--- config.mk ---
export PLATFORM = sky130hd
export DESIGN_NAME = lcd_pixel_writer
export DESIGN_NICKNAME = d
export VERILOG_FILES = /design/src/rtl/lcd_pkg.sv /design/src/rtl/lcd_pixel_writer_bus.sv /design/src/rtl/lcd_pixel_writer.sv
export SDC_FILE = /design/constraint.sdc
export NUM_CORES = 1
export LEC_CHECK = 0
export ABC_AREA = 1
export CAP_MARGIN = 5
export CORE_MARGIN = 8
export CORE_UTILIZATION = 35
export CTS_BUF_LIST = sky130_fd_sc_hd__clkbuf_8
export DETAILED_ROUTE_END_ITERATION = 8
export SYNTH_ARGS = -nofsm -noshare
export SYNTH_HDL_FRONTEND = slang
export SYNTH_SLANG_ARGS = --single-unit
--- constraint.sdc ---
create_clock -name clk_100 -period 5.05 [get_ports clk_100]
set_input_delay 0.7575 -clock clk_100 [delete_from_list [all_inputs] [get_ports clk_100]]
set_output_delay 0.7575 -clock clk_100 [all_outputs]
set_load 0.05 [all_outputs]
--- src/rtl/lcd_pkg.sv ---
// Shared definitions for the 8080-style LCD pixel writer: panel command
// codes, controller states, command-table layout and colour conversion.
package lcd_pkg;

  // ILI9341-class command codes
  localparam logic [7:0] CMD_SLPOUT = 8'h11;
  localparam logic [7:0] CMD_COLMOD = 8'h3A;
  localparam logic [7:0] CMD_MADCTL = 8'h36;
  localparam logic [7:0] CMD_DISPON = 8'h29;
  localparam logic [7:0] CMD_CASET  = 8'h2A;
  localparam logic [7:0] CMD_PASET  = 8'h2B;
  localparam logic [7:0] CMD_RAMWR  = 8'h2C;

  // Controller states
  typedef enum logic [2:0] {
    ST_RST_LO    = 3'd0,
    ST_RST_WAIT  = 3'd1,
    ST_SLEEP_OUT = 3'd2,
    ST_WAKE      = 3'd3,
    ST_INIT      = 3'd4,
    ST_IDLE      = 3'd5,
    ST_ADDR      = 3'd6,
    ST_PIXEL     = 3'd7
  } lcd_state_e;

  // Command-table index ranges (table entries are {d_c, byte})
  localparam logic [4:0] SEQ_SLPOUT     = 5'd0;
  localparam logic [4:0] SEQ_INIT_FIRST = 5'd1;
  localparam logic [4:0] SEQ_INIT_LAST  = 5'd5;
  localparam logic [4:0] SEQ_ADDR_FIRST = 5'd6;
  localparam logic [4:0] SEQ_ADDR_LAST  = 5'd16;

  // Expand RGB444 to RGB565 by replicating the top bits into the new LSBs
  function automatic logic [15:0] rgb444_to_565(input logic [3:0] r,
                                                input logic [3:0] g,
                                                input logic [3:0] b);
    return {r, r[3], g, g[3:2], b, b[3]};
  endfunction

endpackage

--- src/rtl/lcd_pixel_writer_bus.sv ---
// Single-byte 8080 write engine. A byte period is WR_LOW cycles with the
// strobe low followed by WR_HIGH cycles high; data and d_c are launched
// with the falling strobe and held for the whole period.
// Handshake: a request is taken in any cycle where i_req=1 and the engine
// is idle or in the last cycle of its period (o_last_cycle=1), so
// back-to-back bytes run with no gap.
module lcd_bus_writer #(
  parameter int WR_LOW  = 2,
  parameter int WR_HIGH = 2
) (
  input  logic       i_clk,
  input  logic       i_rst_n,
  input  logic       i_req,
  input  logic       i_dc,
  input  logic [7:0] i_data,
  output logic       o_busy,
  output logic       o_last_cycle,
  output logic [7:0] o_lcd_db,
  output logic       o_lcd_wr,
  output logic       o_lcd_d_c
);

  localparam int PERIOD = WR_LOW + WR_HIGH;
  localparam int CW     = $clog2(PERIOD + 1);
  localparam logic [CW-1:0] CNT_LAST    = CW'(PERIOD - 1);
  localparam logic [CW-1:0] CNT_LOW_END = CW'(WR_LOW - 1);

  logic          r_busy;
  logic [CW-1:0] r_cnt;
  logic          r_wr;
  logic [7:0]    r_db;
  logic          r_dc;
  logic          w_last;
  logic          w_accept;

  assign w_last   = r_busy && (r_cnt == CNT_LAST);
  assign w_accept = i_req && (!r_busy || w_last);

  // Byte-period sequencer; reset drops the strobe high immediately
  always_ff @(posedge i_clk or negedge i_rst_n) begin
    if (!i_rst_n) begin
      r_busy <= 1'b0;
      r_cnt  <= '0;
      r_wr   <= 1'b1;
      r_db   <= 8'h00;
      r_dc   <= 1'b0;
    end else if (w_accept) begin
      r_busy <= 1'b1;
      r_cnt  <= '0;
      r_wr   <= 1'b0;
      r_db   <= i_data;
      r_dc   <= i_dc;
    end else if (r_busy) begin
      if (w_last) r_busy <= 1'b0;
      else        r_cnt  <= r_cnt + 1'b1;
      if (r_cnt == CNT_LOW_END) r_wr <= 1'b1;
    end
  end

  assign o_busy       = r_busy;
  assign o_last_cycle = w_last;
  assign o_lcd_db     = r_db;
  assign o_lcd_wr     = r_wr;
  assign o_lcd_d_c    = r_dc;

endmodule

--- src/rtl/lcd_pixel_writer.sv ---
// Drives an 8080 8-bit LCD panel from an RGB444 pixel stream: hard reset,
// fixed init sequence, then per frame the window/RAMWR commands followed by
// two RGB565 bytes per pixel.
// Pixel handshake: a pixel transfers in a cycle where pix_valid and
// pix_ready are both 1; the source holds pixel fields stable until then.
module lcd_pixel_writer
  import lcd_pkg::*;
#(
  parameter int         WIDTH       = 320,
  parameter int         HEIGHT      = 240,
  parameter int         WR_LOW      = 2,
  parameter int         WR_HIGH     = 2,
  parameter int         RST_CYCLES  = 1000000,
  parameter int         WAKE_CYCLES = 12000000,
  parameter logic [7:0] MADCTL      = 8'h28
) (
  input  logic       clk_100,
  input  logic       resetN,
  input  logic       pix_valid,
  output logic       pix_ready,
  input  logic       pix_sof,
  input  logic [3:0] pix_r,
  input  logic [3:0] pix_g,
  input  logic [3:0] pix_b,
  output logic [7:0] lcd_db,
  output logic       lcd_wr,
  output logic       lcd_d_c,
  output logic       lcd_rd,
  output logic       lcd_reset,
  output logic       init_done,
  output logic       frame_done,
  output lcd_state_e dbg_state
);

  localparam logic [19:0] FRAME_PIX = 20'(WIDTH * HEIGHT);
  localparam logic [15:0] W_END     = 16'(WIDTH - 1);
  localparam logic [15:0] H_END     = 16'(HEIGHT - 1);
  localparam logic [31:0] RST_END   = 32'(RST_CYCLES - 1);
  localparam logic [31:0] WAKE_END  = 32'(WAKE_CYCLES - 1);

  lcd_state_e  r_state;
  logic [31:0] r_dly;
  logic [4:0]  r_idx;
  logic        r_seq_sent;
  logic [19:0] r_pix_cnt;
  logic        r_lo_pend;
  logic [7:0]  r_lo_byte;
  logic        r_lcd_reset;
  logic        r_init_done;
  logic        r_frame_done;

  logic        w_busy;
  logic        w_last;
  logic        w_can;
  logic        w_req;
  logic        w_dc;
  logic [7:0]  w_data;
  logic        w_wr_acc;
  logic        w_in_seq;
  logic        w_seq_last;
  logic        w_pix_acc;
  logic        w_sof_bad;
  logic        w_frame_full;
  logic [15:0] w_pix565;
  logic [8:0]  w_entry;

  // Constant command table: {d_c, byte}
  function automatic logic [8:0] seq_entry(input logic [4:0] idx);
    case (idx)
      5'd0:    return {1'b0, CMD_SLPOUT};
      5'd1:    return {1'b0, CMD_COLMOD};
      5'd2:    return {1'b1, 8'h55};
      5'd3:    return {1'b0, CMD_MADCTL};
      5'd4:    return {1'b1, MADCTL};
      5'd5:    return {1'b0, CMD_DISPON};
      5'd6:    return {1'b0, CMD_CASET};
      5'd7:    return {1'b1, 8'h00};
      5'd8:    return {1'b1, 8'h00};
      5'd9:    return {1'b1, W_END[15:8]};
      5'd10:   return {1'b1, W_END[7:0]};
      5'd11:   return {1'b0, CMD_PASET};
      5'd12:   return {1'b1, 8'h00};
      5'd13:   return {1'b1, 8'h00};
      5'd14:   return {1'b1, H_END[15:8]};
      5'd15:   return {1'b1, H_END[7:0]};
      5'd16:   return {1'b0, CMD_RAMWR};
      default: return 9'h000;
    endcase
  endfunction

  assign w_can        = !w_busy || w_last;
  assign w_wr_acc     = w_req && w_can;
  assign w_entry      = seq_entry(r_idx);
  assign w_pix565     = rgb444_to_565(pix_r, pix_g, pix_b);
  assign w_frame_full = (r_pix_cnt == FRAME_PIX);
  // A sof anywhere but pixel 0 means the source restarted its frame
  assign w_sof_bad    = pix_valid && pix_sof && (r_pix_cnt != 20'd0);
  assign w_pix_acc    = (r_state == ST_PIXEL) && pix_valid && pix_ready;
  assign w_in_seq     = (r_state == ST_SLEEP_OUT) || (r_state == ST_INIT) ||
                        (r_state == ST_ADDR);

  // End-of-table index for the active command sequence
  always_comb begin
    w_seq_last = 1'b0;
    case (r_state)
      ST_SLEEP_OUT: w_seq_last = (r_idx == SEQ_SLPOUT);
      ST_INIT:      w_seq_last = (r_idx == SEQ_INIT_LAST);
      ST_ADDR:      w_seq_last = (r_idx == SEQ_ADDR_LAST);
      default:      w_seq_last = 1'b0;
    endcase
  end

  // Upstream throttle: open in IDLE (except on sof) and in PIXEL slots
  always_comb begin
    pix_ready = 1'b0;
    case (r_state)
      ST_IDLE:  pix_ready = !(pix_valid && pix_sof);
      ST_PIXEL: pix_ready = w_can && !r_lo_pend && !w_frame_full && !w_sof_bad;
      default:  pix_ready = 1'b0;
    endcase
  end

  // Byte source for the bus writer: command table, then pixel bytes
  always_comb begin
    w_req  = 1'b0;
    w_dc   = 1'b0;
    w_data = 8'h00;
    if (w_in_seq && !r_seq_sent) begin
      w_req  = 1'b1;
      w_dc   = w_entry[8];
      w_data = w_entry[7:0];
    end else if (r_state == ST_PIXEL) begin
      if (r_lo_pend) begin
        w_req  = 1'b1;
        w_dc   = 1'b1;
        w_data = r_lo_byte;
      end else if (w_pix_acc) begin
        w_req  = 1'b1;
        w_dc   = 1'b1;
        w_data = w_pix565[15:8];
      end
    end
  end

  // Controller FSM, delay counter, table index and pixel counter
  always_ff @(posedge clk_100 or negedge resetN) begin
    if (!resetN) begin
      r_state      <= ST_RST_LO;
      r_dly        <= '0;
      r_idx        <= '0;
      r_seq_sent   <= 1'b0;
      r_pix_cnt    <= '0;
      r_lo_pend    <= 1'b0;
      r_lo_byte    <= 8'h00;
      r_lcd_reset  <= 1'b0;
      r_init_done  <= 1'b0;
      r_frame_done <= 1'b0;
    end else begin
      r_frame_done <= 1'b0;
      if (w_in_seq && w_wr_acc && !w_seq_last) r_idx <= r_idx + 5'd1;
      case (r_state)
        ST_RST_LO: begin
          if (r_dly == RST_END) begin
            r_dly       <= '0;
            r_lcd_reset <= 1'b1;
            r_state     <= ST_RST_WAIT;
          end else r_dly <= r_dly + 32'd1;
        end
        ST_RST_WAIT: begin
          if (r_dly == WAKE_END) begin
            r_dly   <= '0;
            r_idx   <= SEQ_SLPOUT;
            r_state <= ST_SLEEP_OUT;
          end else r_dly <= r_dly + 32'd1;
        end
        ST_SLEEP_OUT: begin
          if (w_wr_acc && w_seq_last) r_seq_sent <= 1'b1;
          if (r_seq_sent && w_last) begin
            r_seq_sent <= 1'b0;
            r_state    <= ST_WAKE;
          end
        end
        ST_WAKE: begin
          if (r_dly == WAKE_END) begin
            r_dly   <= '0;
            r_idx   <= SEQ_INIT_FIRST;
            r_state <= ST_INIT;
          end else r_dly <= r_dly + 32'd1;
        end
        ST_INIT: begin
          if (w_wr_acc && w_seq_last) r_seq_sent <= 1'b1;
          if (r_seq_sent && w_last) begin
            r_seq_sent  <= 1'b0;
            r_init_done <= 1'b1;
            r_state     <= ST_IDLE;
          end
        end
        ST_IDLE: begin
          if (pix_valid && pix_sof) begin
            r_idx   <= SEQ_ADDR_FIRST;
            r_state <= ST_ADDR;
          end
        end
        ST_ADDR: begin
          if (w_wr_acc && w_seq_last) r_state <= ST_PIXEL;
        end
        ST_PIXEL: begin
          if (w_pix_acc) begin
            r_pix_cnt <= r_pix_cnt + 20'd1;
            r_lo_pend <= 1'b1;
            r_lo_byte <= w_pix565[7:0];
          end else if (r_lo_pend && w_can) begin
            r_lo_pend <= 1'b0;
          end else if (w_can && w_frame_full) begin
            r_frame_done <= 1'b1;
            r_pix_cnt    <= '0;
            r_state      <= ST_IDLE;
          end else if (w_can && w_sof_bad) begin
            r_pix_cnt <= '0;
            r_idx     <= SEQ_ADDR_FIRST;
            r_state   <= ST_ADDR;
          end
        end
        default: r_state <= ST_RST_LO;
      endcase
    end
  end

  lcd_bus_writer #(
    .WR_LOW  (WR_LOW),
    .WR_HIGH (WR_HIGH)
  ) u_bus (
    .i_clk        (clk_100),
    .i_rst_n      (resetN),
    .i_req        (w_req),
    .i_dc         (w_dc),
    .i_data       (w_data),
    .o_busy       (w_busy),
    .o_last_cycle (w_last),
    .o_lcd_db     (lcd_db),
    .o_lcd_wr     (lcd_wr),
    .o_lcd_d_c    (lcd_d_c)
  );

  assign lcd_rd     = 1'b1;
  assign lcd_reset  = r_lcd_reset;
  assign init_done  = r_init_done;
  assign frame_done = r_frame_done;
  assign dbg_state  = r_state;

endmodule

# Word-level counts from Yosys, hierarchy flattened

Memory sizes are Yosys's and may differ from the RTL's.
Cells that the tools add are included.

Register bits: 87
Bits in read-only memories: 288
Output and inout port bits: 18
Word-level logic and storage cells: 149
Memories kept: 1

Memories:

| name            | words | width | rd ports | clocked after memory_dff | write ports | line                   | text |
|---|---|---|---|---|---|---|---|
| (no name shown) | 32    | 9     | 1        | 0                        | 0           | lcd_pixel_writer.sv:69 | `case (idx)` |

Add/subtract/negate cells: 4
Equality and inequality tests: 26
Muxes and demuxes: 56
Reduce and logical (&&, ||, !) cells: 47

Operator list:

| kind                                                                    | count |
|---|---|
| 20-bit 2-to-1 mux                                                       | 4 |
| 32-bit 2-to-1 mux                                                       | 2 |
| 32-bit one-hot mux with 2 select lines                                  | 1 |
| 3-bit 2-to-1 mux                                                        | 14 |
| 5-bit 2-to-1 mux                                                        | 8 |
| 32-bit by 1-bit adder with 32-bit output, second input constant         | 1 |
| 32-bit by 20-bit equality test with 1-bit output, second input constant | 1 |
| 32-bit by 24-bit equality test with 1-bit output, second input constant | 1 |
| 8-bit 2-to-1 mux                                                        | 4 |
| 3-bit one-hot mux with 8 select lines                                   | 1 |
| 20-bit by 1-bit adder with 20-bit output, second input constant         | 1 |
| 20-bit by 17-bit equality test with 1-bit output, second input constant | 1 |
| 5-bit one-hot mux with 4 select lines                                   | 1 |
| 20-bit nonzero test                                                     | 1 |
| 1-bit 2-to-1 mux                                                        | 19 |
| 1-bit logical AND                                                       | 17 |
| 2-bit != test, second input constant                                    | 8 |
| 2-bit AND reduction                                                     | 7 |
| 3-bit equality test, second input constant                              | 4 |
| 10-bit AND reduction                                                    | 1 |
| 2-bit nonzero test                                                      | 5 |
| 3-bit by 2-bit equality test with 1-bit output, second input constant   | 3 |
| 1-bit zero test                                                         | 7 |
| 3-bit by 1-bit equality test with 1-bit output, second input constant   | 2 |
| 14 further kinds                                                        | 19 |

# Depth between registers and ports, before layout

Gate-level depths: netlist (run 1).

Depth in word-level cells: 21
Gate-level depth with buffers: 14

# Hierarchy

Synthesis (run 1) repeated with hierarchy kept, for this count alone.

Cell total of the unflattened synthesis: 709
Area total of the unflattened synthesis: 5383.9 sq um

By module, submodules not included:

| module           | times used | cells each | area each (sq um) |
|---|---|---|---|
| lcd_pixel_writer | 1          | 643        | 4768.3 |
| lcd_bus_writer   | 1          | 66         | 615.6 |

# Least setup slack after synthesis (run 1)

OpenSTA, ideal clock, no wires.

Path kind: reg-to-output
Start point: reg r_state[2], in the netlist dbg_state[2]
End point: out pix_ready
Data arrival time: 1.698 ns
Data required time: 4.293 ns
Path slack: 2.595 ns
Stages on the path, launching flop included: 8
Buffers on the path: 1
Cell sequence: dfrtp_1 -> buf_2 -> nand3_2 -> nor3_1 -> nand2_1 -> nand2_2 -> nand2_1 -> inv_1

Cells in the longest elaborated chain, start to end: 2

RTL lines:

| what                                      | line                    | text |
|---|---|---|
| start, declared                           | lcd_pixel_writer.sv:41  | `lcd_state_e r_state;` |
| start signal, assigned                    | lcd_pixel_writer.sv:148 | `r_state <= ST_RST_LO;` |
| start signal, assigned                    | lcd_pixel_writer.sv:166 | `r_state <= ST_RST_WAIT;` |
| start signal, assigned                    | lcd_pixel_writer.sv:173 | `r_state <= ST_SLEEP_OUT;` |
| 3-bit equality test                       | lcd_pixel_writer.sv:116 | `case (r_state)` |
| 1-bit one-hot mux with 2 select lines (*) | lcd_pixel_writer.sv:116 |  |
| end, declared                             | lcd_pixel_writer.sv:20  | `output logic pix_ready,` |

Every way passes the cells marked *; elsewhere a longest branch is shown, timed or not.

# Worst setup path in the final report (run 1)

Start point: reg r_pix_cnt[0]
End point: out pix_ready

Cells in the longest elaborated chain, start to end: 5

RTL lines:

| what                                                                                    | line                                            | text |
|---|---|---|
| start, declared                                                                         | lcd_pixel_writer.sv:45                          | `logic [19:0] r_pix_cnt;` |
| start signal, assigned                                                                  | lcd_pixel_writer.sv:209                         | `r_pix_cnt <= r_pix_cnt + 20'd1;` |
| 20-bit by 17-bit equality test with 1-bit output or 20-bit nonzero test (tied branches) | lcd_pixel_writer.sv:95, lcd_pixel_writer.sv:97  |  |
| 1-bit zero test or 1-bit logical AND (tied branches)                                    | lcd_pixel_writer.sv:118, lcd_pixel_writer.sv:97 |  |
| 1-bit logical AND or 1-bit zero test (tied branches)                                    | lcd_pixel_writer.sv:118                         | `ST_PIXEL: pix_ready = w_can && !r_lo_pend && !w_frame_full && !w_sof_bad;` |
| 1-bit logical AND (*)                                                                   | lcd_pixel_writer.sv:118                         |  |
| 1-bit one-hot mux with 2 select lines (*)                                               | lcd_pixel_writer.sv:116                         |  |

Marked as above.

==> qor.csv, run 1 <==
stage,metric,value,unit
logic_synthesis,post-synthesis average cell area,7.54,sq um
cells_and_area,# fillers,1578,
setup_path,start-to-end type of the worst setup path,flip-flop to output port,
setup_path,required time of the worst setup path,4290,ps
sta,hold violation total from the final report,0,
sta,transition time of the tightest slew-check pin,692,ps
setup_path,startpoint of the lowest-slack register-to-register path,r_pix_cnt[0],
power_and_ir_drop,peak ir drop on the vdd network,136,uV
setup_path,maximum net fanout on the critical path,4,
cells_and_area,number of antenna repair diodes,0,
sta,Final Slew Violations,0,
placed_design,number of I/O port buffers,32,
clock_tree,setup bufs post-CTS,0,
grt,total overflow reported by the global router,0,
clock_tree,count of instances resized after the clock tree is built,0,
clock_tree,number of buffers between clock root and the deepest sink,2,
drt,post-detailed-route DRC marker count,0,
logic_synthesis,number of warnings reported in the yosys synthesis log,0,
logic_synthesis,number of synthesized flops with an enable pin,0,
floorplanning,placeable core area,15200,sq um
sta,hold slack,349,ps
cells_and_area,area delta synth->final,12.0,%
floorplanning,die span in x,141,um
cells_and_area,fraction of final layout cells sized beyond drive strength 1,6.86,%
logic_synthesis,fraction of the mapped netlist area in compound gates,8.39,%
setup_path,CP endpoint kind,output port,
drt,Starting DRT DRC Count,336,
logic_synthesis,post-synthesis async set-or-reset flop share,100,%
grt,first-pass GRT wire length,22300,um
drt,first-pass detailed-route iteration total,6,
grt,aggregate global-route resource usage,13.7,%
logic_synthesis,adder and majority gate portion of the synthesized area,2.99,%
logic_synthesis,multiplexer share of the synthesized area,0,%
logic_synthesis,post-synthesis xor/xnor area fraction,5.96,%
sta,setup tns final,0,ps
placed_design,detailed placer's ending HPWL,9810,um
grt,number of global-route vias before repair,4561,
floorplanning,Die Area,19800,sq um
clock_tree,clk_lat worst skew,380,ps
logic_synthesis,dominant combinational cell family by area after synthesis,simple AND/OR/NAND/NOR gates,
drt,routed via count divided by cell count,4.96,
min_path,Tightest Hold Check Type,primary input to asynchronous set/reset pin,
sta,achievable frequency,0.290,GHz
logic_synthesis,net count after synthesis,751,
clock_tree,H-tree Lvls,3,
power_and_ir_drop,PwrDens,207,nW/um^2
logic_synthesis,"Distinct cells, synth",42,
drt,routed len/inst,13.9,um
logic_synthesis,"FF+latch count, synth",86,
sta,clk_skew,12.0,ps
cells_and_area,net total in the final layout,782,
sta,unrepaired setup endpoints after global routing,no,
clock_tree,total CTS buffers,9,
floorplanning,I/O pin cnt,34,
sta,Final setup viols,0,
grt,initial antenna violation count,0,
job,count of maximum capacitance violations,0,
floorplanning,die height,141,um
clock_tree,TritonCTS Sinks,86,
clock_tree,clock root cell,sky130_fd_sc_hd__clkbuf_8,
status,outcome,"finished, final reports clean",
clock_tree,clock transition at the registers of the reported paths,90,ps
logic_synthesis,Post-Synthesis Cell Area,5440,sq um
placed_design,weighted congestion at the end of routability-driven global placement,0.873,
setup_path,launching instance or port of the critical path,r_pix_cnt[0],
logic_synthesis,Post-Synthesis Cells,722,
power_and_ir_drop,Static Leak,2.86,nW
drt,count of antenna-violating nets left after detailed routing,0,
floorplanning,starting density of the core,35.8,%
sta,crit share post-route,68.4,%
logic_synthesis,fraction of the yosys area taken by sequential cells,39.6,%
drt,routed via count,4694,
floorplanning,num rows,45,
logic_synthesis,simple-gate share of the synthesized area,34.6,%
setup_path,crit start category,flip-flop,
setup_path,endpoint arrival time on the critical path,2690,ps
clock_tree,CTS tree,built,
sta,headroom to the max-slew limit,53.8,%
drt,Total Wirelength,13100,um
grt,pin count of the biggest net entering global routing,46,
logic_synthesis,most used flip-flop cell after synthesis,sky130_fd_sc_hd__dfrtp_1,
sta,clock period minus worst slack,3450,ps
clock_tree,post-cts hold buffer count,0,
==> path summary, 6_finish.rpt <==
kind | end | slack [ps] | depth (start not counted)
setup / recovery | pix_ready | 1600 | 9
hold / removal | r_pix_cnt[6] | 350 | 1
setup reg to reg | r_pix_cnt[13] | 2370 | 9
hold reg to reg | u_bus.o_lcd_wr | 470 | 2
max in group asynchronous | r_dly[0] | 3730 | 2
min in group clk_100 | u_bus.o_lcd_wr | 470 | 2
==> cell families (layout without fill, tap and decap cells) <==
family / after synthesis / in the layout
AND/OR/NAND/NOR: 395 / 395
XOR/XNOR: 37 / 37
other: 1 / 1
buffers and inverters: 110 / 146
AO/OA/AOI/OAI: 80 / 80
adder cells (fa/ha/maj): 13 / 13
flip-flops: 86 / 86
==> worst max-delay path, stage by stage (launching register included) <==
cell and delay (ps):
sky130_fd_sc_hd__dfrtp_1 420, sky130_fd_sc_hd__inv_1 120, sky130_fd_sc_hd__ha_1 180, sky130_fd_sc_hd__nand2_1 60, sky130_fd_sc_hd__nor2_1 250, sky130_fd_sc_hd__nand3_1 120, sky130_fd_sc_hd__nand2_1 170, sky130_fd_sc_hd__nand2_1 120
sky130_fd_sc_hd__inv_1 80, sky130_fd_sc_hd__clkdlybuf4s50_1 800
==> synth_stat cells, types with 6 or more instances <==
cell type	number	share of area [%]
sky130_fd_sc_hd__inv_1	94	6.5
sky130_fd_sc_hd__nor2_1	101	7.0
sky130_fd_sc_hd__o21ai_0	24	2.2
sky130_fd_sc_hd__dfrtp_1	85	39
sky130_fd_sc_hd__a21oi_1	25	2.3
sky130_fd_sc_hd__ha_1	13	3.0
sky130_fd_sc_hd__nand4_1	27	3.1
sky130_fd_sc_hd__nand2_1	153	11
sky130_fd_sc_hd__xor2_1	32	5.2
sky130_fd_sc_hd__nor2_2	6	0.69
sky130_fd_sc_hd__nand3_1	47	4.3
sky130_fd_sc_hd__o22ai_1	21	2.4
sky130_fd_sc_hd__nor4_1	6	0.69
sky130_fd_sc_hd__nor3_1	26	2.4
==> stage by stage <==
stage / setup WS [ps] / area (sq um) / total power, W / utilization [%] / instances
floorplan: 2590 / 5440 / 0.000767 / - / 722
global placement: 1670 / 5910 / 0.000806 / 38.9 / 930
detailed placement: 1660 / 5910 / 0.000806 / 38.9 / 930
CTS: 1600 / 6100 / 0.00128 / 40.1 / 946
global route: 1450 / 6100 / 0.00132 / 40.1 / 946
finish: 1600 / 6100 / 0.00126 / 40.1 / 946
==> power by group <==
part / switching [W] / internal, W / leakage [nW]
combinational: 0.0000507 / 0.0000293 / 1.69
sequential: 0.0000126 / 0.000700 / 1.07
clock: 0.000254 / 0.000216 / 0.0996
total: 0.000317 / 0.000945 / 2.86
==> registers in the layout, indices dropped and copies added (netlist names), 3 cells and up, named ones only <==
signal          cells
r_dly              32
r_pix_cnt          20
u_bus.o_lcd_db      8
r_lo_byte           7
r_idx               4
dbg_state           3
u_bus.r_cnt         3
==> cells in the final DEF, fill, tap and decap left out, types with 5 or more instances in the layout <==
master and instances:
sky130_fd_sc_hd__clkbuf_8 12, sky130_fd_sc_hd__xnor2_1 5, sky130_fd_sc_hd__nand4_1 27, sky130_fd_sc_hd__ha_1 13, sky130_fd_sc_hd__a21oi_1 25, sky130_fd_sc_hd__nand3_1 47
sky130_fd_sc_hd__dfrtp_1 85, sky130_fd_sc_hd__o22ai_1 21, sky130_fd_sc_hd__nor3_1 26, sky130_fd_sc_hd__xor2_1 32, sky130_fd_sc_hd__inv_1 95, sky130_fd_sc_hd__nand2_1 153
sky130_fd_sc_hd__clkdlybuf4s50_1 31, sky130_fd_sc_hd__nor2_2 6, sky130_fd_sc_hd__nor2_1 101, sky130_fd_sc_hd__nand2_4 5, sky130_fd_sc_hd__o21ai_0 24, sky130_fd_sc_hd__nor4_1 6
==> final cells by class <==
cell class | instances | area, sq um | share of cell area [%]
multi-input combinational | 526 | 2830 | 46.4
sequential | 86 | 2150 | 35.3
inverter | 97 | 367 | 6.01
timing repair buffer | 33 | 325 | 5.34
tap | 188 | 235 | 3.86
clock buffer | 12 | 165 | 2.71
clock inverter | 4 | 21.3 | 0.349
==> metal layers <==
layer	vias up	GRT usage, %	share of wire [%]
met3	18	3.68	4.4
met2	83	21.4	44
li1	2431	-	-
met4	0	3.68	1.7
met1	2162	18.4	50
met5	-	0	0
No activity file was read; power rests on OpenSTA's default activity.
==> run 2, diff against run 1 <==
- clock period: 5.05 -> 3.13 ns (I/O delays scaled with it)
==> qor.csv, run 2 (same netlist as run 1, synthesis figures left out) <==
stage,metric,value,unit
sta,hold violation total from the final report,0,
power_and_ir_drop,peak ir drop on the vdd network,296,uV
setup_path,launching instance or port of the critical path,r_pix_cnt[0],
placed_design,placed inst area,5930,sq um
setup_path,depth of the worst register-to-register path,12,
floorplanning,Die Area,19800,sq um
grt,total overflow reported by the global router,0,
placed_design,Cell Count Post-Placement,932,
sta,transition time of the tightest slew-check pin,617,ps
cells_and_area,post-route non-filler standard cell count,948,
setup_path,endpoint arrival time on the critical path,2120,ps
clock_tree,setup bufs post-CTS,0,
cells_and_area,number of antenna repair diodes,0,
cells_and_area,register name with the most flops,r_dly,
cells_and_area,area delta synth->final,12.7,%
setup_path,end of the worst register-to-register path,u_bus.o_lcd_db[3],
power_and_ir_drop,PwrDens,343,nW/um^2
cells_and_area,area of the multi-input gates,2830,sq um
grt,first-pass GRT wire length,22500,um
cells_and_area,Largest register FFs,32,
drt,routed len/inst,13.9,um
grt,aggregate global-route resource usage,13.9,%
setup_path,start-to-end type of the worst setup path,flip-flop to output port,
drt,routed via count,4716,
drt,post-detailed-route DRC marker count,0,
floorplanning,placeable core area,15200,sq um
clock_tree,clock root cell,sky130_fd_sc_hd__clkbuf_8,
floorplanning,starting density of the core,35.8,%
cells_and_area,final instance area,6130,sq um
clock_tree,TritonCTS Sinks,86,
sta,crit share post-route,82.8,%
setup_path,buffer and inverter count on the worst path,3,
cells_and_area,net total in the final layout,784,
placed_design,detailed placer's ending HPWL,9960,um
setup_path,CP endpoint kind,output port,
cells_and_area,most frequent cells in the layout,"153 x sky130_fd_sc_hd__nand2_1, 101 x sky130_fd_sc_hd__nor2_1, 96 x sky130_fd_sc_hd__inv_1, 85 x sky130_fd_sc_hd__dfrtp_1, 47 x sky130_fd_sc_hd__nand3_1",
setup_path,maximum single-stage delay on the critical path,420,ps
clock_tree,total CTS buffers,9,
cells_and_area,# fillers,1598,
cells_and_area,storage element area,2150,sq um
setup_path,startpoint of the lowest-slack register-to-register path,r_pix_cnt[0],
setup_path,depth of the critical timing path with buffers and inverters included,10,
sta,Final setup viols,0,
setup_path,Worst R2R Setup Slack,760,ps
grt,initial antenna violation count,0,
setup_path,worst setup path endpoint,pix_ready,
drt,count of antenna-violating nets left after detailed routing,0,
sta,headroom to the max-slew limit,58.5,%
grt,number of global-route vias before repair,4524,
drt,Starting DRT DRC Count,338,
floorplanning,die span in x,141,um
placed_design,number of I/O port buffers,32,
floorplanning,I/O pin cnt,34,
sta,unrepaired setup endpoints after global routing,no,
drt,first-pass detailed-route iteration total,5,
cells_and_area,"most common cell after layout, fill and taps aside",sky130_fd_sc_hd__nand2_1,
setup_path,cell repeated most along the worst path,sky130_fd_sc_hd__nand2_1,
setup_path,crit start category,flip-flop,
setup_path,cell chain of the critical path,inv_1 -> ha_1 -> nand2_1 -> nor2_1 -> nand3_1 -> nand2_1 -> nand2_2 -> nand2_1 -> inv_1 -> buf_4,
setup_path,cell with the biggest individual delay on the critical path,sky130_fd_sc_hd__dfrtp_1,
placed_design,weighted congestion at the end of routability-driven global placement,0.874,
clock_tree,clock transition at the registers of the reported paths,90,ps
grt,pin count of the biggest net entering global routing,45,
clock_tree,count of instances resized after the clock tree is built,0,
floorplanning,num rows,45,
sta,setup tns final,0,ps
clock_tree,clk_lat worst skew,380,ps
sta,clock period minus worst slack,2590,ps
cells_and_area,fraction of final layout cells sized beyond drive strength 1,7.11,%
power_and_ir_drop,Static Leak,2.88,nW
setup_path,maximum net fanout on the critical path,4,
drt,routed via count divided by cell count,4.97,
sta,Final Slew Violations,0,
drt,Total Wirelength,13100,um
sta,clk_skew,18.3,ps
clock_tree,post-cts hold buffer count,0,
sta,achievable frequency,0.386,GHz
setup_path,required time of the worst setup path,2660,ps
sta,hold slack,70.7,ps
floorplanning,die height,141,um
clock_tree,CTS tree,built,
setup_path,cell family with the largest share of critical-path delay,simple AND/OR/NAND/NOR gates,
job,count of maximum capacitance violations,0,
clock_tree,H-tree Lvls,3,
status,outcome,"finished, final reports clean",
min_path,Tightest Hold Check Type,primary input to asynchronous set/reset pin,
clock_tree,number of buffers between clock root and the deepest sink,2,
## run 2: per-layer routing
metal	global-route usage [%]	vias to the layer above	part of all wire, %
met1	19.1	2170	50
met5	0	-	0
met2	21.1	110	44
li1	-	2424	-
met4	3.73	0	1.3
met3	3.65	12	4.6
## run 2: power breakdown
part	switching, W	total (W)	internal (W)
clock network	0.000435	0.000825	0.000390
registers	0.0000202	0.00115	0.00113
logic	0.0000823	0.000131	0.0000490
total	0.000538	0.00211	0.00157
## run 2: worst min-delay path by stage
| stage | to | slack (ps) | cells after the start |
|---|---|---|---|
| after floorplan | asynchronous set/reset pin | 170 | 0 |
| after global placement | u_bus.o_lcd_wr | 460 | 2 |
| after detailed placement | u_bus.o_lcd_wr | 460 | 2 |
| after CTS | r_pix_cnt[9] | 80 | 1 |
| after global routing | r_pix_cnt[18] | 100 | 1 |
| final | r_pix_cnt[4] | 70 | 1 |
## run 2: metrics by stage
step / setup WS (ps) / utilization [%] / total power (W)
6_report: 538 / 40.4 / 0.00211
5_1_grt: 322 / 40.4 / 0.00220
4_1_cts: 509 / 40.4 / 0.00214
3_5_place_dp: 685 / 39.0 / 0.00130
3_3_place_gp: 735 / 39.0 / 0.00130
2_1_floorplan: 963 / - / 0.00124
## run 2: area by class of cell
class	instances	area share, %
sequential	86	35.1
clock inverter	6	1.02
multi-input combinational	526	46.1
inverter	97	5.98
clock buffer	10	2.24
timing repair buffer	35	5.71
tap	188	3.83
## run 2: worst register-to-register path: stages, from the launching register on
cell and delay, ps:
sky130_fd_sc_hd__dfrtp_1 420, sky130_fd_sc_hd__inv_1 120, sky130_fd_sc_hd__ha_1 180, sky130_fd_sc_hd__nand2_1 50, sky130_fd_sc_hd__nor2_1 230, sky130_fd_sc_hd__nand3_1 120, sky130_fd_sc_hd__nand2_1 170, sky130_fd_sc_hd__nand3_4 250
sky130_fd_sc_hd__inv_1 390, sky130_fd_sc_hd__nand2_1 90, sky130_fd_sc_hd__nand2_1 80, sky130_fd_sc_hd__o21ai_0 80, sky130_fd_sc_hd__a21oi_1 130
==> run 3, diff against run 2 <==
- clock period: 3.13 -> 2.25 ns (I/O delays scaled with it)
==> qor.csv, run 3 (same netlist as run 1, synthesis figures left out) <==
stage,metric,value,unit
drt,routed len/inst,14.2,um
power_and_ir_drop,Clock power frac,40.2,%
cells_and_area,number of antenna repair diodes,0,
power_and_ir_drop,relative contribution of combinational cells to total power,6.7,%
cells_and_area,Largest register FFs,32,
floorplanning,num rows,45,
setup_path,endpoint arrival time on the critical path,1810,ps
placed_design,number of I/O port buffers,32,
sta,transition time of the tightest slew-check pin,642,ps
drt,post-detailed-route DRC marker count,0,
setup_path,required time of the worst setup path,1910,ps
grt,total overflow reported by the global router,0,
cells_and_area,area delta synth->final,19.1,%
drt,Total Wirelength,13800,um
floorplanning,Die Area,19800,sq um
setup_path,maximum net fanout on the critical path,4,
setup_path,start-to-end type of the worst setup path,flip-flop to output port,
clock_tree,clock transition at the registers of the reported paths,100,ps
floorplanning,placeable core area,15200,sq um
floorplanning,die height,141,um
sta,hold violation total from the final report,0,
clock_tree,clk_lat worst skew,390,ps
sta,crit share post-route,95.5,%
cells_and_area,most frequent cells in the layout,"148 x sky130_fd_sc_hd__nand2_1, 96 x sky130_fd_sc_hd__nor2_1, 92 x sky130_fd_sc_hd__inv_1, 82 x sky130_fd_sc_hd__dfrtp_1, 45 x sky130_fd_sc_hd__nand3_1",
sta,Final setup viols,0,
sta,clk_skew,22.8,ps
clock_tree,H-tree Lvls,3,
setup_path,crit start category,flip-flop,
sta,smallest setup slack after layout,101,ps
drt,routed via count,4847,
clock_tree,TritonCTS Sinks,86,
clock_tree,CTS tree,built,
sta,Final Slew Violations,0,
sta,clock period minus worst slack,2150,ps
status,outcome,"finished, final reports clean",
min_path,Tightest Hold Check Type,primary input to asynchronous set/reset pin,
grt,first-pass GRT wire length,23300,um
grt,pin count of the biggest net entering global routing,46,
cells_and_area,# fillers,1555,
floorplanning,starting density of the core,35.8,%
placed_design,weighted congestion at the end of routability-driven global placement,0.852,
grt,number of global-route vias before repair,4843,
power_and_ir_drop,Static Leak,3.02,nW
drt,routed via count divided by cell count,4.99,
sta,headroom to the max-slew limit,56.8,%
clock_tree,clock root cell,sky130_fd_sc_hd__clkbuf_8,
drt,first-pass detailed-route iteration total,4,
power_and_ir_drop,sw power,0.000740,W
sta,setup tns final,0,ps
cells_and_area,net total in the final layout,808,
drt,Starting DRT DRC Count,366,
sta,achievable frequency,0.465,GHz
cells_and_area,register name with the most flops,r_dly,
power_and_ir_drop,sequential fraction of design power,53.1,%
placed_design,detailed placer's ending HPWL,10500,um
grt,initial antenna violation count,0,
setup_path,CP endpoint kind,output port,
floorplanning,die span in x,141,um
power_and_ir_drop,Total Power,0.00301,W
placed_design,setup slack at placement,96.8,ps
job,count of maximum capacitance violations,0,
cells_and_area,"most common cell after layout, fill and taps aside",sky130_fd_sc_hd__nand2_1,
power_and_ir_drop,PwrDens,465,nW/um^2
clock_tree,total CTS buffers,9,
floorplanning,I/O pin cnt,34,
drt,count of antenna-violating nets left after detailed routing,0,
power_and_ir_drop,peak ir drop on the vdd network,348,uV
grt,aggregate global-route resource usage,14.4,%
clock_tree,number of buffers between clock root and the deepest sink,2,
power_and_ir_drop,cell internal power dissipation,0.00227,W
power_and_ir_drop,fraction of power spent switching nets,24.6,%
cells_and_area,fraction of final layout cells sized beyond drive strength 1,12.9,%
run 3: final timing paths:
check	start	end	slack, ps	depth (start not counted)
worst max register to register	u_bus.r_cnt[0]	dbg_state[0]	230	15
worst max-delay path	r_pix_cnt[0]	pix_ready	100	10
min in group clk_100	u_bus.o_lcd_wr	u_bus.o_lcd_wr	480	2
max in group asynchronous	resetN	r_dly[6]	1250	3
worst min register to register	u_bus.o_lcd_wr	u_bus.o_lcd_wr	480	2
worst min-delay path	resetN	r_pix_cnt[7]	320	2
run 3: timing repair:
action | CTS | global route
endpoints found under the hold margin | 7 | 0
gates resized for setup | 6 | 26
pin swaps | 2 | 6
hold buffers | 1 | 0
endpoints found under the setup margin | 1 | 6
buffers inserted | 2 | 4
run 3: power groups by stage:
stage	clock [W]	combinational [W]	sequential, W
after global placement	0	0.000193	0.00163
after CTS	0.00126	0.000197	0.00160
after floorplan	0	0.000100	0.00162
final	0.00121	0.000201	0.00160
after detailed placement	0	0.000193	0.00163
after global routing	0.00132	0.000228	0.00160
run 3: metal layers:
metal | vias to the layer above | track usage, % | part of all wire, %
met1 | 2269 | 18.5 | 49
li1 | 2460 | - | -
met2 | 104 | 23.6 | 46
met5 | - | 0 | 0
met3 | 14 | 3.71 | 4.5
met4 | 0 | 3.62 | 1.3
run 3: critical path: stages (launching register included):
cell and delay (ps):
sky130_fd_sc_hd__dfrtp_1 410, sky130_fd_sc_hd__inv_2 100, sky130_fd_sc_hd__ha_4 140, sky130_fd_sc_hd__nand2_1 80
sky130_fd_sc_hd__nor2_4 180, sky130_fd_sc_hd__nand3_4 100, sky130_fd_sc_hd__nand2_2 70, sky130_fd_sc_hd__nand2_2 70
sky130_fd_sc_hd__nand2_2 100, sky130_fd_sc_hd__inv_2 50, sky130_fd_sc_hd__buf_12 140
run 3: layout make-up:
type / instances / area [sq um] / area share (%)
inverter: 97 / 367 / 5.66
timing repair buffer: 59 / 577 / 8.90
clock buffer: 9 / 124 / 1.91
clock inverter: 7 / 90.1 / 1.39
tap: 188 / 235 / 3.63
sequential: 86 / 2160 / 33.3
multi-input combinational: 526 / 2930 / 45.2
run 3: through the flow:
stage	utilization (%)	instance area, sq um	hold WS, ps	instances
after floorplan	-	5440	41.9	722
after global placement	40.1	6100	178	949
after detailed placement	40.1	6100	176	949
after CTS	41.8	6360	315	968
after global routing	42.6	6480	330	972
final	42.6	6480	318	972
